### src/rtl/case_pkg.sv
// Shared definitions for the streaming ASCII case converter.
// Latency: n/a (types and constants only).
// Backpressure: n/a.
//
// Contents: the mode encodings, the ASCII letter bounds and the case bit mask
// used by case_lane, and the skid-buffer state encoding used by the top level.
package case_pkg;

  typedef enum logic [1:0] {
    MODE_PASS   = 2'b00,
    MODE_UPPER  = 2'b01,
    MODE_LOWER  = 2'b10,
    MODE_TOGGLE = 2'b11
  } mode_e;

  localparam logic [7:0] UPPER_LO  = 8'h41;  // 'A'
  localparam logic [7:0] UPPER_HI  = 8'h5A;  // 'Z'
  localparam logic [7:0] LOWER_LO  = 8'h61;  // 'a'
  localparam logic [7:0] LOWER_HI  = 8'h7A;  // 'z'
  localparam logic [7:0] CASE_MASK = 8'h20;  // the only bit that differs between cases

  typedef enum logic [1:0] {
    ST_EMPTY = 2'b00,
    ST_ONE   = 2'b01,
    ST_TWO   = 2'b10
  } state_e;

endpackage

### src/rtl/case_lane.sv
// Single-byte case converter for one lane of the stream.
// Latency: combinational, zero cycles.
// Backpressure: none; pure function of its inputs.
//
// Ports:
//   byte_i    - input byte
//   mode_i    - conversion mode (pass / upper / lower / toggle)
//   byte_o    - converted byte
//   changed_o - high when byte_o differs from byte_i
module case_lane
  import case_pkg::*;
(
  input  logic [7:0] byte_i,
  input  logic [1:0] mode_i,
  output logic [7:0] byte_o,
  output logic       changed_o
);

  logic is_upper;
  logic is_lower;
  logic flip;

  always_comb begin
    is_upper = (byte_i >= UPPER_LO) && (byte_i <= UPPER_HI);
    is_lower = (byte_i >= LOWER_LO) && (byte_i <= LOWER_HI);
    flip     = 1'b0;
    case (mode_i)
      MODE_UPPER:  flip = is_lower;
      MODE_LOWER:  flip = is_upper;
      MODE_TOGGLE: flip = is_upper | is_lower;
      default:     flip = 1'b0;
    endcase
  end

  // Converting a letter only ever touches the case bit, so a flip is
  // exactly "the byte changed".
  assign byte_o    = flip ? (byte_i ^ CASE_MASK) : byte_i;
  assign changed_o = flip;

endmodule

### src/rtl/case_convert_stream.sv
// Multi-lane streaming ASCII case converter with a saturating modified-byte count.
// Latency: one cycle from input acceptance to out_valid (conversion happens before storage).
// Backpressure: 2-entry skid buffer; registered in_ready drops once both entries are full.
//
// Ports:
//   clk, rst     - clock and synchronous active-high reset
//   mode         - conversion mode, sampled when a beat is accepted
//   in_valid/in_ready/in_data     - input stream, LANES bytes per beat
//   out_valid/out_ready/out_data  - output stream, out_data is the main register
//   clear_count  - synchronous clear of mod_count
//   mod_count    - saturating count of bytes altered by conversion
module case_convert_stream
  import case_pkg::*;
#(
  parameter int LANES   = 4,
  parameter int COUNT_W = 16
) (
  input  logic                 clk,
  input  logic                 rst,
  input  logic [1:0]           mode,
  input  logic                 in_valid,
  output logic                 in_ready,
  input  logic [8*LANES-1:0]   in_data,
  output logic                 out_valid,
  input  logic                 out_ready,
  output logic [8*LANES-1:0]   out_data,
  input  logic                 clear_count,
  output logic [COUNT_W-1:0]   mod_count
);

  localparam int DW   = 8 * LANES;
  localparam int PC_W = $clog2(LANES + 1);

  // ---------------------------------------------------------------
  // Per-lane conversion of the incoming beat
  // ---------------------------------------------------------------
  logic [DW-1:0]    conv_data;
  logic [LANES-1:0] changed;

  for (genvar g = 0; g < LANES; g++) begin : g_lane
    case_lane u_lane (
      .byte_i    (in_data[8*g +: 8]),
      .mode_i    (mode),
      .byte_o    (conv_data[8*g +: 8]),
      .changed_o (changed[g])
    );
  end

  logic [PC_W-1:0] pop_cnt;

  always_comb begin
    pop_cnt = '0;
    for (int i = 0; i < LANES; i++) begin
      pop_cnt = pop_cnt + PC_W'(changed[i]);
    end
  end

  // ---------------------------------------------------------------
  // Skid buffer
  // ---------------------------------------------------------------
  state_e        state_q, state_d;
  logic [DW-1:0] main_q, main_d;
  logic [DW-1:0] skid_q, skid_d;
  logic          in_ready_q;

  logic accept;
  logic handshake;

  assign accept    = in_valid & in_ready_q;
  assign handshake = out_valid & out_ready;

  assign out_valid = (state_q != ST_EMPTY);
  assign out_data  = main_q;
  assign in_ready  = in_ready_q;

  // State register
  always_ff @(posedge clk) begin
    if (rst) begin
      state_q <= ST_EMPTY;
    end else begin
      state_q <= state_d;
    end
  end

  // Next-state logic
  always_comb begin
    state_d = state_q;
    case (state_q)
      ST_EMPTY: if (accept) state_d = ST_ONE;
      ST_ONE: begin
        if (accept && !handshake)      state_d = ST_TWO;
        else if (!accept && handshake) state_d = ST_EMPTY;
      end
      // in_ready is low in TWO, so only a drain can happen here.
      ST_TWO:   if (handshake) state_d = ST_ONE;
      default:  state_d = ST_EMPTY;
    endcase
  end

  // Output / datapath logic
  always_comb begin
    main_d = main_q;
    skid_d = skid_q;
    case (state_q)
      ST_EMPTY: if (accept) main_d = conv_data;
      ST_ONE: begin
        if (accept) begin
          // Draining the same cycle frees main for the new beat; otherwise
          // the in-flight beat is parked in the skid entry.
          if (handshake) main_d = conv_data;
          else           skid_d = conv_data;
        end
      end
      ST_TWO:   if (handshake) main_d = skid_q;
      default: begin
        main_d = main_q;
        skid_d = skid_q;
      end
    endcase
  end

  always_ff @(posedge clk) begin
    if (rst) begin
      main_q     <= '0;
      skid_q     <= '0;
      in_ready_q <= 1'b0;
    end else begin
      main_q     <= main_d;
      skid_q     <= skid_d;
      in_ready_q <= (state_d != ST_TWO);
    end
  end

  // ---------------------------------------------------------------
  // Saturating modified-byte counter
  // ---------------------------------------------------------------
  logic [COUNT_W-1:0] cnt_q, cnt_d;
  logic [COUNT_W:0]   cnt_sum;

  always_comb begin
    // One extra bit catches the carry out so the count can clamp instead of wrap.
    cnt_sum = {1'b0, cnt_q} + (COUNT_W + 1)'(pop_cnt);
    cnt_d   = cnt_q;
    if (clear_count) begin
      cnt_d = accept ? COUNT_W'(pop_cnt) : '0;
    end else if (accept) begin
      cnt_d = cnt_sum[COUNT_W] ? '1 : cnt_sum[COUNT_W-1:0];
    end
  end

  always_ff @(posedge clk) begin
    if (rst) begin
      cnt_q <= '0;
    end else begin
      cnt_q <= cnt_d;
    end
  end

  assign mod_count = cnt_q;

endmodule

### config.mk
export PLATFORM = sky130hd
export DESIGN_NAME = case_convert_stream
export DESIGN_NICKNAME = d
export VERILOG_FILES = /design/src/rtl/case_pkg.sv /design/src/rtl/case_lane.sv /design/src/rtl/case_convert_stream.sv
export SDC_FILE = /design/constraint.sdc
export NUM_CORES = 1
export LEC_CHECK = 0
export CORE_MARGIN = 5
export CORE_UTILIZATION = 53
export CTS_BUF_LIST = sky130_fd_sc_hd__clkbuf_8
export DETAILED_ROUTE_END_ITERATION = 12
export GPL_TIMING_DRIVEN = 1
export PLACE_DENSITY = 0.83
export SYNTH_ARGS = -nofsm -noshare
export SYNTH_HDL_FRONTEND = slang
export SYNTH_HIERARCHICAL = 1
export SYNTH_SLANG_ARGS = --single-unit
### constraint.sdc
create_clock -name clk -period 5.3 [get_ports clk]
set_input_delay 1.59 -clock clk [delete_from_list [all_inputs] [get_ports clk]]
set_output_delay 1.59 -clock clk [all_outputs]
set_load 0.02 [all_outputs]
Word-level counts from Yosys, hierarchy flattened. Cells that the tools add are included.

Flip-flop bits (word level): 83.

Add/subtract/negate cells: 4. $lt $le $gt $ge: 16. Equality and inequality tests: 10. Multiplexer cells: 22. Bitwise logic cells: 11. Reduce and logical (&&, ||, !) cells: 18.

Operators with widths (count): two-way mux 32 bit (4); case mux 32 bit (3 select lines) (1); greater-or-equal comparator 8 x 7 -> 1 bit (second input constant) (8); <= comparator 8 x 7 -> 1 bit (second input constant) (8); two-way mux 16 bit (3); two-way mux 6 bit (4); adder 16 x 3 -> 17 bit (1); case mux 1 bit (3 select lines) (4); logical AND 1 bit (10); != test 2 bit (second input constant) (5); two-way mux 2 bit (4); equality test 2 bit (second input constant) (3); case mux 2 bit (3 select lines) (1); NOT 1 bit (5); AND reduction 5 bit (1); equality test 2 x 1 -> 1 bit (second input constant) (2); OR 1 bit (4); nonzero test 2 bit (2); adder 2 x 1 -> 3 bit (1); adder 3 x 1 -> 3 bit (1); two-way mux 3 bit (1); AND reduction 3 bit (1); nonzero test 3 bit (1); adder 1 x 1 -> 2 bit (1); other kinds (3) (5).

Depth between registers and ports, before layout. Gate-level depths: netlist of the first run.

Depth in word-level cells: 11. Depth in mapped cells: 14. Gate-level depth less buffers: 13.

Cells and area by module. Netlist of the first run, hierarchy kept.

By module, submodules not included: case_convert_stream (instances 1, cells an instance 410, area each 3574.7 sq um); case_lane (instances 4, cells an instance 21, area each 142.6 sq um).

Worst setup path before layout of the first run. No wires, ideal clock.

Path type: input port to flip-flop. Start point: input port in_data[0]. End point: register cnt_q[5] (netlist: mod_count[5]). Arrival time: 4.812 ns. Data required time: 5.242 ns. Setup slack: 0.429 ns. Stages: 14. Cell sequence: a21oi_1 > o2bb2ai_1 > nor4_1 > fa_1 > ha_1 > ha_1 > inv_1 > fa_1 > nor2b_1 > o21ai_0 > or4_4 > buf_6 > a41oi_1 > o21a_1.

Word-level cells in the longest chain between the ends: 11. Elaborated cells between the ends (all ways): 15. Classes of those cells: add/sub (4); order compare (4); mux (4); bitwise (1); reduce/logical (2).

Ends and longest elaborated chain: start, declared (RTL line case_convert_stream.sv:23) `input logic [8*LANES-1:0] in_data,`; greater-or-equal comparator 8 x 7 -> 1 bit, or another cell as far along (RTL line case_lane.sv:24) `is_upper = (byte_i >= UPPER_LO) && (byte_i <= UPPER_HI);`; logical AND 1 bit (on tied branches) (RTL line case_lane.sv:24, case_lane.sv:25); OR 1 bit (RTL line case_lane.sv:30) `MODE_TOGGLE: flip = is_upper | is_lower;`; case mux 1 bit (3 select lines) (*) (RTL line case_lane.sv:27) `case (mode_i)`; net changed[0] (RTL line case_convert_stream.sv:38) `logic [LANES-1:0] changed;`; adder 1 x 1 -> 2 bit (*) (RTL line case_convert_stream.sv:54) `pop_cnt = pop_cnt + PC_W'(changed[i]);`; adder 2 x 1 -> 3 bit (*) (RTL line case_convert_stream.sv:54); adder 3 x 1 -> 3 bit (*) (RTL line case_convert_stream.sv:54); adder 16 x 3 -> 17 bit (*) (RTL line case_convert_stream.sv:142) `cnt_sum = {1'b0, cnt_q} + (COUNT_W + 1)'(pop_cnt);`; two-way mux 16 bit (*) (RTL line case_convert_stream.sv:147) `cnt_d = cnt_sum[COUNT_W] ? '1 : cnt_sum[COUNT_W-1:0];`; two-way mux 16 bit (*) (RTL line case_convert_stream.sv:146) `end else if (accept) begin`; two-way mux 16 bit (*) (RTL line case_convert_stream.sv:144) `if (clear_count) begin`; end signal, assigned (RTL line case_convert_stream.sv:155) `cnt_q <= cnt_d;`; end, declared (RTL line case_convert_stream.sv:137) `logic [COUNT_W-1:0] cnt_q, cnt_d;`.

Mark *: on every way through the listed nets, which the timed path passes. The rest lies on a longest branch. The select of a mux whose other input is x is not followed. A chain may end at the register's enable or synchronous reset.

Final worst setup path of the first run.
Start point: input port in_data[12]. End point: register cnt_q[11] (netlist: mod_count[11]).

Same word-level chain as after synthesis.

==> results by group, run 1 <==
Synthesis
  – Synth area leaders: dfxtp_1 40%, mux2i_1 9.2%, nand2_1 6.9%
  – Proportion of synthesized area in mux cells: 9.176%
  – Synth Area in XOR/XNOR: 0.2113%
  – Share of the synthesized area in the top cell type: 40.08%
  – Synth Net Count: 540
  – Area leader, netlist: dfxtp_1
  – Synthesis Warnings: 6
  – Synth cell types: 49
  – Post-synthesis simple-gate area fraction: 19.83%
  – Post-Synthesis Cells: 494
  – Adder-Cell Fraction of Synth Area: 2.475%
  – Sequential fraction of the synthesis area: 40.08%
  – Mapped Area: 4145 sq um
  – Compound-Gate Fraction of Synth Area: 19.35%
  – Largest family of logic cells by synthesized area: simple AND/OR/NAND/NOR gates
  – Synth Area per Inst: 8.391 sq um
  – FF+latch count, synth: 83

Timing
  – Setup violations, final: 0
  – Final hold slack: 0.4582 ns
  – Rel. slew slack: 23.34%
  – Final Hold Vio Count: 0
  – Slew Limit Fails: 0
  – Tmin final: 5.144 ns
  – Period utilisation layout: 97.06%
  – Worst Skew: 0.009714 ns
  – Fmax: 0.1944 GHz
  – Slew @ Worst Pin: 1.147 ns
  – Setup WS post-layout: 0.1558 ns

Pwr
  – P_int: 1.041 mW
  – Switch share: 26.23%
  – Design Power: 1.411 mW
  – Clock Power Share: 35.8%
  – Switching pwr: 0.3700 mW
  – Sequential cell fraction of total power: 46.8%
  – VDD IR-drop max: 0.1771 mV
  – Leakage: 2.244 nW
  – Comb pwr share: 17.4%
  – Power Dens Cells: 255.1 nW/um^2

Clocking
  – CTS tree: built
  – TritonCTS Sinks: 83
  – Clock latency on the worst-skew pair: 0.36 ns
  – Clock-pin slew on the worst setup and hold paths: 0.08 ns
  – Hold Buf Count CTS: 0
  – # H-tree levels: 3
  – TritonCTS Buffers: 9
  – Clock Tree Root: clkbuf_8
  – Clock buffer depth: 2

Critical path
  – Reg-to-Reg Start: mod_count[0]
  – CP Capture Type: flop
  – Worst Path Required: 5.58 ns
  – Worst path cell trace: clkdlybuf4s50_1, buf_4, nand2_1, o2bb2ai_4, nor4_4, buf_4, fa_1, ha_1, ha_1, inv_1, fa_1, nor2b_2, o21ai_2, or4_4, and4_1, a211oi_2
  – CP startpoint kind: primary input
  – Setup crit start: in_data[12]
  – Critical path destination: mod_count[11]
  – Critical Path AT: 5.43 ns
  – CP max stage cell: or4_4
  – Worst r2r path cells: 8
  – Max FO, Critical Path: 5
  – Reg-to-Reg End: mod_count[11]
  – Reg2reg setup slack: 2.92 ns
  – Critical path type: in -> reg
  – Worst path max stage delay: 0.57 ns

Global routing
  – First-pass GRT wire length: 17.70 mm
  – Gr ovfl total: 0
  – Vias in the first global route: 3,803
  – Gr usage total: 22.00%
  – Largest net degree at the start of global routing: 65
  – Initial antenna violation count: 0

Placement
  – Pre-CTS setup slack: -0.3976 ns
  – HPWL Detailed: 7.385 mm
  – Post-placement cell area: 5216 sq um
  – Gp weighted congestion: 0.8913
  – Port Buffers: 88

Floorplan
  – Io pins: 89
  – Initial core utilization: 53.92%
  – # rows: 32
  – Core Region: 7687 sq um
  – Die area: 9689 sq um
  – Die H: 98.44 um
  – Die width: 98.44 um

Routing
  – Met1 Wirelength: 4.596 mm
  – 1st-iter DRT viols: 135
  – DRT Wirelength: 10.79 mm
  – Top Metal Used: met4
  – DRC errors left: 0
  – Post-DR wirelength/cell: 15.50 um
  – Via count: 3,938
  – Vias per cell: 5.658
  – Pre-antenna DRT Iters: 4
  – DR WL met2: 5.303 mm
  – Metal3 WL: 662 um
  – Final ANT Viol Nets: 0

Run
  – Maximum Capacitance Violations: 0

Final layout
  – Multi-input gate area: 2215 sq um
  – Share of layout cells above drive strength 1: 14.98%
  – Layout area overhead: 33.44%
  – Most common cell after layout, fill and taps aside: clkdlybuf4s50_1
  – N_diodes: 0
  – Nets: 636
  – Register area: 1662 sq um
  – Fill cells: 606
  – Most frequent cells in the layout: 85 x clkdlybuf4s50_1, 83 x dfxtp_1, 76 x nand2_1, 52 x buf_4, 51 x nor2_1
  – Post-route design area: 5532 sq um

Worst hold path
  – Worst Min Path Start: skid_q[0]
  – Hold Crit Class: reg -> reg
  – Hold depth: 2

Status
  – Status: finished, final reports clean
[how the worst min path moves through the flow]
| stage | endpoint | slack (ns) |
|---|---|---|
| final | skid_q[0] | 0.46 |
| after floorplan | skid_q[0] | 0.44 |
| after global placement | skid_q[22] | 0.44 |
| after detailed placement | skid_q[0] | 0.45 |
| after CTS | skid_q[0] | 0.46 |
| after global routing | skid_q[30] | 0.48 |
[final cells by class]
type | instances | share of cell area [%]
Clock buffer | 10 | 2.488
Multi-Input combinational cell | 345 | 40.04
Timing Repair Buffer | 140 | 22.98
Sequential cell | 83 | 30.04
Inverter | 11 | 0.7464
Clock inverter | 5 | 1.402
Tap cell | 102 | 2.307
[cell families (layout without fill, tap and decap cells)]
family | Yosys count | in the layout
multiplexers | 38 | 38
AO/OA/AOI/OAI | 120 | 120
buffers and inverters | 67 | 166
adder cells (fa/ha/maj) | 7 | 7
XOR/XNOR | 1 | 1
flip-flops | 83 | 83
AND/OR/NAND/NOR | 178 | 179
[per-stage QoR]
stage	util, %	TNS [ns]	instances
6_report	71.96	0	696
5_1_grt	71.96	-0.001317	696
4_1_cts	70.74	0	694
3_5_place_dp	67.85	-3.961	679
3_3_place_gp	67.85	-2.180	679
2_1_floorplan	-	0	494
[Yosys cell counts (all sizes together)]
cell type and n:
a21oi 43, a311oi 1, a31oi 6, nor2b 4, dfxtp 83, a41oi 2
o2bb2ai 4, a32o 2, o31ai 5, o211ai 5, clkbuf 25, a211o 1
a21o 1, mux2i 38, o21a 1, buf 31, inv 11, nand2 76
and2 2, and4 3, nand3 9, a2bb2oi 4, a211oi 36, nor3b 6
nor3 9, o22a 1, and3 3, o21ai 7, or4 5, nand3b 2
or2 2, nand2b 1, nor4 5, ha 5, fa 2, nor2 51
xor2 1, o211a 1
[critical path: cells and delay by family]
kind / cells / cell delay (ns)
AOI/OAI and AO/OA: 3 / 0.48
buffers and inverters: 4 / 0.87
adders and majority gates: 4 / 1.37
and+or+nand+nor: 5 / 1.12
[layer usage]
layer | vias to the layer above | track usage (%)
met5 | - | 0
met4 | 0 | 8.613
met3 | 21 | 5.166
met2 | 131 | 37.34
met1 | 1859 | 27.00
li1 | 1927 | -
[state kept, by name (all words and copies together) (netlist names)]
signal / count
state_q: 2
in_ready: 1
skid_q: 32
mod_count: 16
out_data: 32
[power groups by stage]
stage,clock [mW],sequential (mW),combinational (mW)
floorplan,0,0.698,0.104
global placement,0,0.674,0.232
detailed placement,0,0.676,0.237
CTS,0.506,0.661,0.240
global route,0.536,0.664,0.266
finish,0.505,0.661,0.245
[timing repair]
item	4_1_cts	5_1_grt
endpoints found under the setup margin	8	11
setup buffers	0	1
endpoints found under the hold margin	0	0
resized for setup	1	16
cloned	0	1
pin swaps	0	3
Note: power is estimated with default switching activity, not from simulation.
==> inputs of run 2 (changes only) <==
--- a/config.mk
+++ b/config.mk
@@ -5,6 +5,7 @@
 export SDC_FILE = /design/constraint.sdc
 export NUM_CORES = 1
 export LEC_CHECK = 0
+export CAP_MARGIN = 10
 export CORE_MARGIN = 5
 export CORE_UTILIZATION = 53
 export CTS_BUF_LIST = sky130_fd_sc_hd__clkbuf_8
==> constraint.sdc (replaced) <==
create_clock -name clk -period 5.2 [get_ports clk]
set_input_delay 1.56 -clock clk [delete_from_list [all_inputs] [get_ports clk]]
set_output_delay 1.56 -clock clk [all_outputs]
set_load 0.02 [all_outputs]
==> results by group, run 2 (same netlist as run 1, synthesis figures left out) <==
Final layout
  – Most frequent cells in the layout: 83 x dfxtp_1, 81 x clkdlybuf4s50_1, 76 x nand2_1, 52 x buf_4, 51 x nor2_1 (was 85 x clkdlybuf4s50_1, 83 x dfxtp_1, 76 x nand2_1, 52 x buf_4, 51 x nor2_1)
  – Multi-input gate area: 2190 sq um (was 2215 sq um)
  – Register area: 1662 sq um (unchanged)
  – N_diodes: 0 (unchanged)
  – Nets: 636 (unchanged)
  – Most common cell after layout, fill and taps aside: dfxtp_1 (was clkdlybuf4s50_1)
  – Fill cells: 584 (was 606)
  – Non-Filler Instances: 697 (was 696)
  – Layout area overhead: 32.57% (was 33.44%)
  – Share of layout cells above drive strength 1: 15.13% (was 14.98%)

Floorplan
  – Core Region: 7687 sq um (unchanged)
  – Die area: 9689 sq um (unchanged)
  – # rows: 32 (unchanged)
  – Die H: 98.44 um (unchanged)
  – Die width: 98.44 um (unchanged)
  – Io pins: 89 (unchanged)
  – Initial core utilization: 53.92% (unchanged)

Critical path
  – Reg-to-Reg Start: mod_count[0] (unchanged)
  – Worst path cell trace: clkdlybuf4s50_1, nor3_2, o2bb2ai_2, nor4_2, buf_4, fa_1, ha_1, ha_1, inv_1, fa_2, nor2b_2, o21ai_2, or4_4, and4_1, a211oi_2 (was clkdlybuf4s50_1, buf_4, nand2_1, o2bb2ai_4, nor4_4, buf_4, fa_1, ha_1, ha_1, inv_1, fa_1, nor2b_2, o21ai_2, or4_4, and4_1, a211oi_2)
  – Worst path max stage delay: 0.55 ns (was 0.57 ns)
  – Most Frequent Cell on Critical Path: ha_1
  – CP startpoint kind: primary input (unchanged)
  – Critical path type: in -> reg (unchanged)
  – CP max stage cell: or4_4 (unchanged)
  – Delay-heaviest family, CP: adder cells (unchanged)
  – Worst Path Required: 5.47 ns (was 5.58 ns)
  – Buf/Inv on CP: 3 (was 4)
  – Setup crit start: in_data[10] (was in_data[12])
  – CP Capture Type: flop (unchanged)
  – Critical Path AT: 5.32 ns (was 5.43 ns)
  – Max FO, Critical Path: 5 (unchanged)

Timing
  – Setup violations, final: 0 (unchanged)
  – Tmin final: 5.047 ns
  – Period utilisation layout: 97.06%
  – Unrepaired setup endpoints after global routing: false
  – Slew @ Worst Pin: 1.185 ns (was 1.147 ns)
  – Rel. slew slack: 20.80% (was 23.34%)
  – Slew Limit Fails: 0 (unchanged)
  – Worst Skew: 0.008000 ns (was 0.009714 ns)
  – Fmax: 0.1981 GHz
  – Final Hold Vio Count: 0 (unchanged)
  – Final TNS setup: 0 ns (unchanged)

Run
  – Maximum Capacitance Violations: 0 (unchanged)

Clocking
  – Clock latency on the worst-skew pair: 0.35 ns (was 0.36 ns)
  – CTS tree: built (unchanged)
  – TritonCTS Buffers: 9 (unchanged)
  – # H-tree levels: 3 (unchanged)
  – TritonCTS Sinks: 83 (unchanged)
  – Clock-pin slew on the worst setup and hold paths: 0.08 ns (about the same)
  – Clock Tree Root: clkbuf_8 (unchanged)
  – Clock buffer depth: 2 (unchanged)

Routing
  – Final ANT Viol Nets: 0 (unchanged)
  – Via count: 3,870 (was 3,938)
  – DRT Wirelength: 10.57 mm (was 10.79 mm)
  – Pre-antenna DRT Iters: 5 (was 4)
  – Post-DR wirelength/cell: 15.16 um (was 15.50 um)
  – Vias per cell: 5.552 (was 5.658)
  – DRC errors left: 0 (unchanged)
  – 1st-iter DRT viols: 166 (was 135)

Pwr
  – Leakage: 2.269 nW (was 2.244 nW)
  – Power Dens Cells: 251.1 nW/um^2 (was 255.1 nW/um^2)
  – VDD IR-drop max: 0.1542 mV (was 0.1771 mV)

Global routing
  – Gr ovfl total: 0 (unchanged)
  – Initial antenna violation count: 0 (unchanged)
  – First-pass GRT wire length: 17.88 mm (was 17.70 mm)
  – Largest net degree at the start of global routing: 65 (unchanged)
  – Vias in the first global route: 3,884 (was 3,803)
  – Gr usage total: 21.98% (was 22.00%)

Placement
  – Port Buffers: 88 (unchanged)
  – Dpl cells: 679 (unchanged)
  – HPWL Detailed: 7.391 mm (was 7.385 mm)
  – Gp weighted congestion: 0.8896 (was 0.8913)

Worst hold path
  – Hold Crit Class: reg -> reg (unchanged)
  – Worst Min Path Start: skid_q[22] (was skid_q[0])

Status
  – Status: finished, final reports clean (unchanged)
==> run 2: area by class of cell <==
cell class                 instances  share of cell area, %
timing repair buffer             140                  23.32
inverter                          11                 0.7514
clock buffer                      10                  2.505
sequential                        83                  30.24
tap                              102                  2.322
clock inverter                     6                  1.025
multi-input combinational        345                  39.85
==> run 2: power breakdown <==
group          switching, mW  leakage [nW]  internal [mW]
Combinational          0.126          1.49          0.120
Sequential            0.0142         0.676          0.659
Clock                  0.229         0.103          0.231
Total                  0.369          2.27           1.01
==> run 2: routing by layer <==
layer  share of wire, %  track usage [%]  vias up  wire length [um]
li1                   -                -     1923                 -
met4                1.2            6.933        0               128
met2                 50            38.27       94              5255
met1                 44            26.97     1838              4662
met3                4.9            5.025       15               519
met5                  0                0        -                 0
==> run 2: worst paths after layout <==
| kind | end | cells after the start | slack, ns |
|---|---|---|---|
| setup reg to reg | mod_count[11] | 8 | 2.90 |
| setup / recovery | mod_count[11] | 15 | 0.15 |
| hold reg to reg | skid_q[22] | 2 | 0.46 |
| hold / removal | skid_q[22] | 2 | 0.46 |
==> run 2: what timing repair did <==
item / in CTS / in global routing
gates resized for setup: 3 / 16
pin swaps: 0 / 5
setup buffers: 0 / 1
hold buffers: 0 / 0
setup endpoints to repair: 1 / 14
cloned: 0 / 1
==> run 2: worst register-to-register path: cells and delay by family (launching register included) <==
kind	cells	cell delay, ns
AO/OA/AOI/OAI	2	0.31
flip-flops	1	0.39
buffers and inverters	1	0.06
AND/OR/NAND/NOR	3	0.94
adder cells (fa/ha/maj)	2	0.53
==> run 2: per-stage QoR <==
step | hold slack, ns | total power, mW | area (sq um) | setup slack [ns] | utilization [%]
after floorplan | 0.4357 | 0.8175 | 4145 | 0.3593 | -
after global placement | 0.4404 | 0.9225 | 5216 | -0.3272 | 67.85
after detailed placement | 0.4489 | 0.9300 | 5216 | -0.3800 | 67.85
after CTS | 0.4623 | 1.389 | 5428 | 0.0009339 | 70.61
after global routing | 0.4792 | 1.438 | 5495 | 0.03992 | 71.48
final | 0.4602 | 1.380 | 5495 | 0.1528 | 71.48
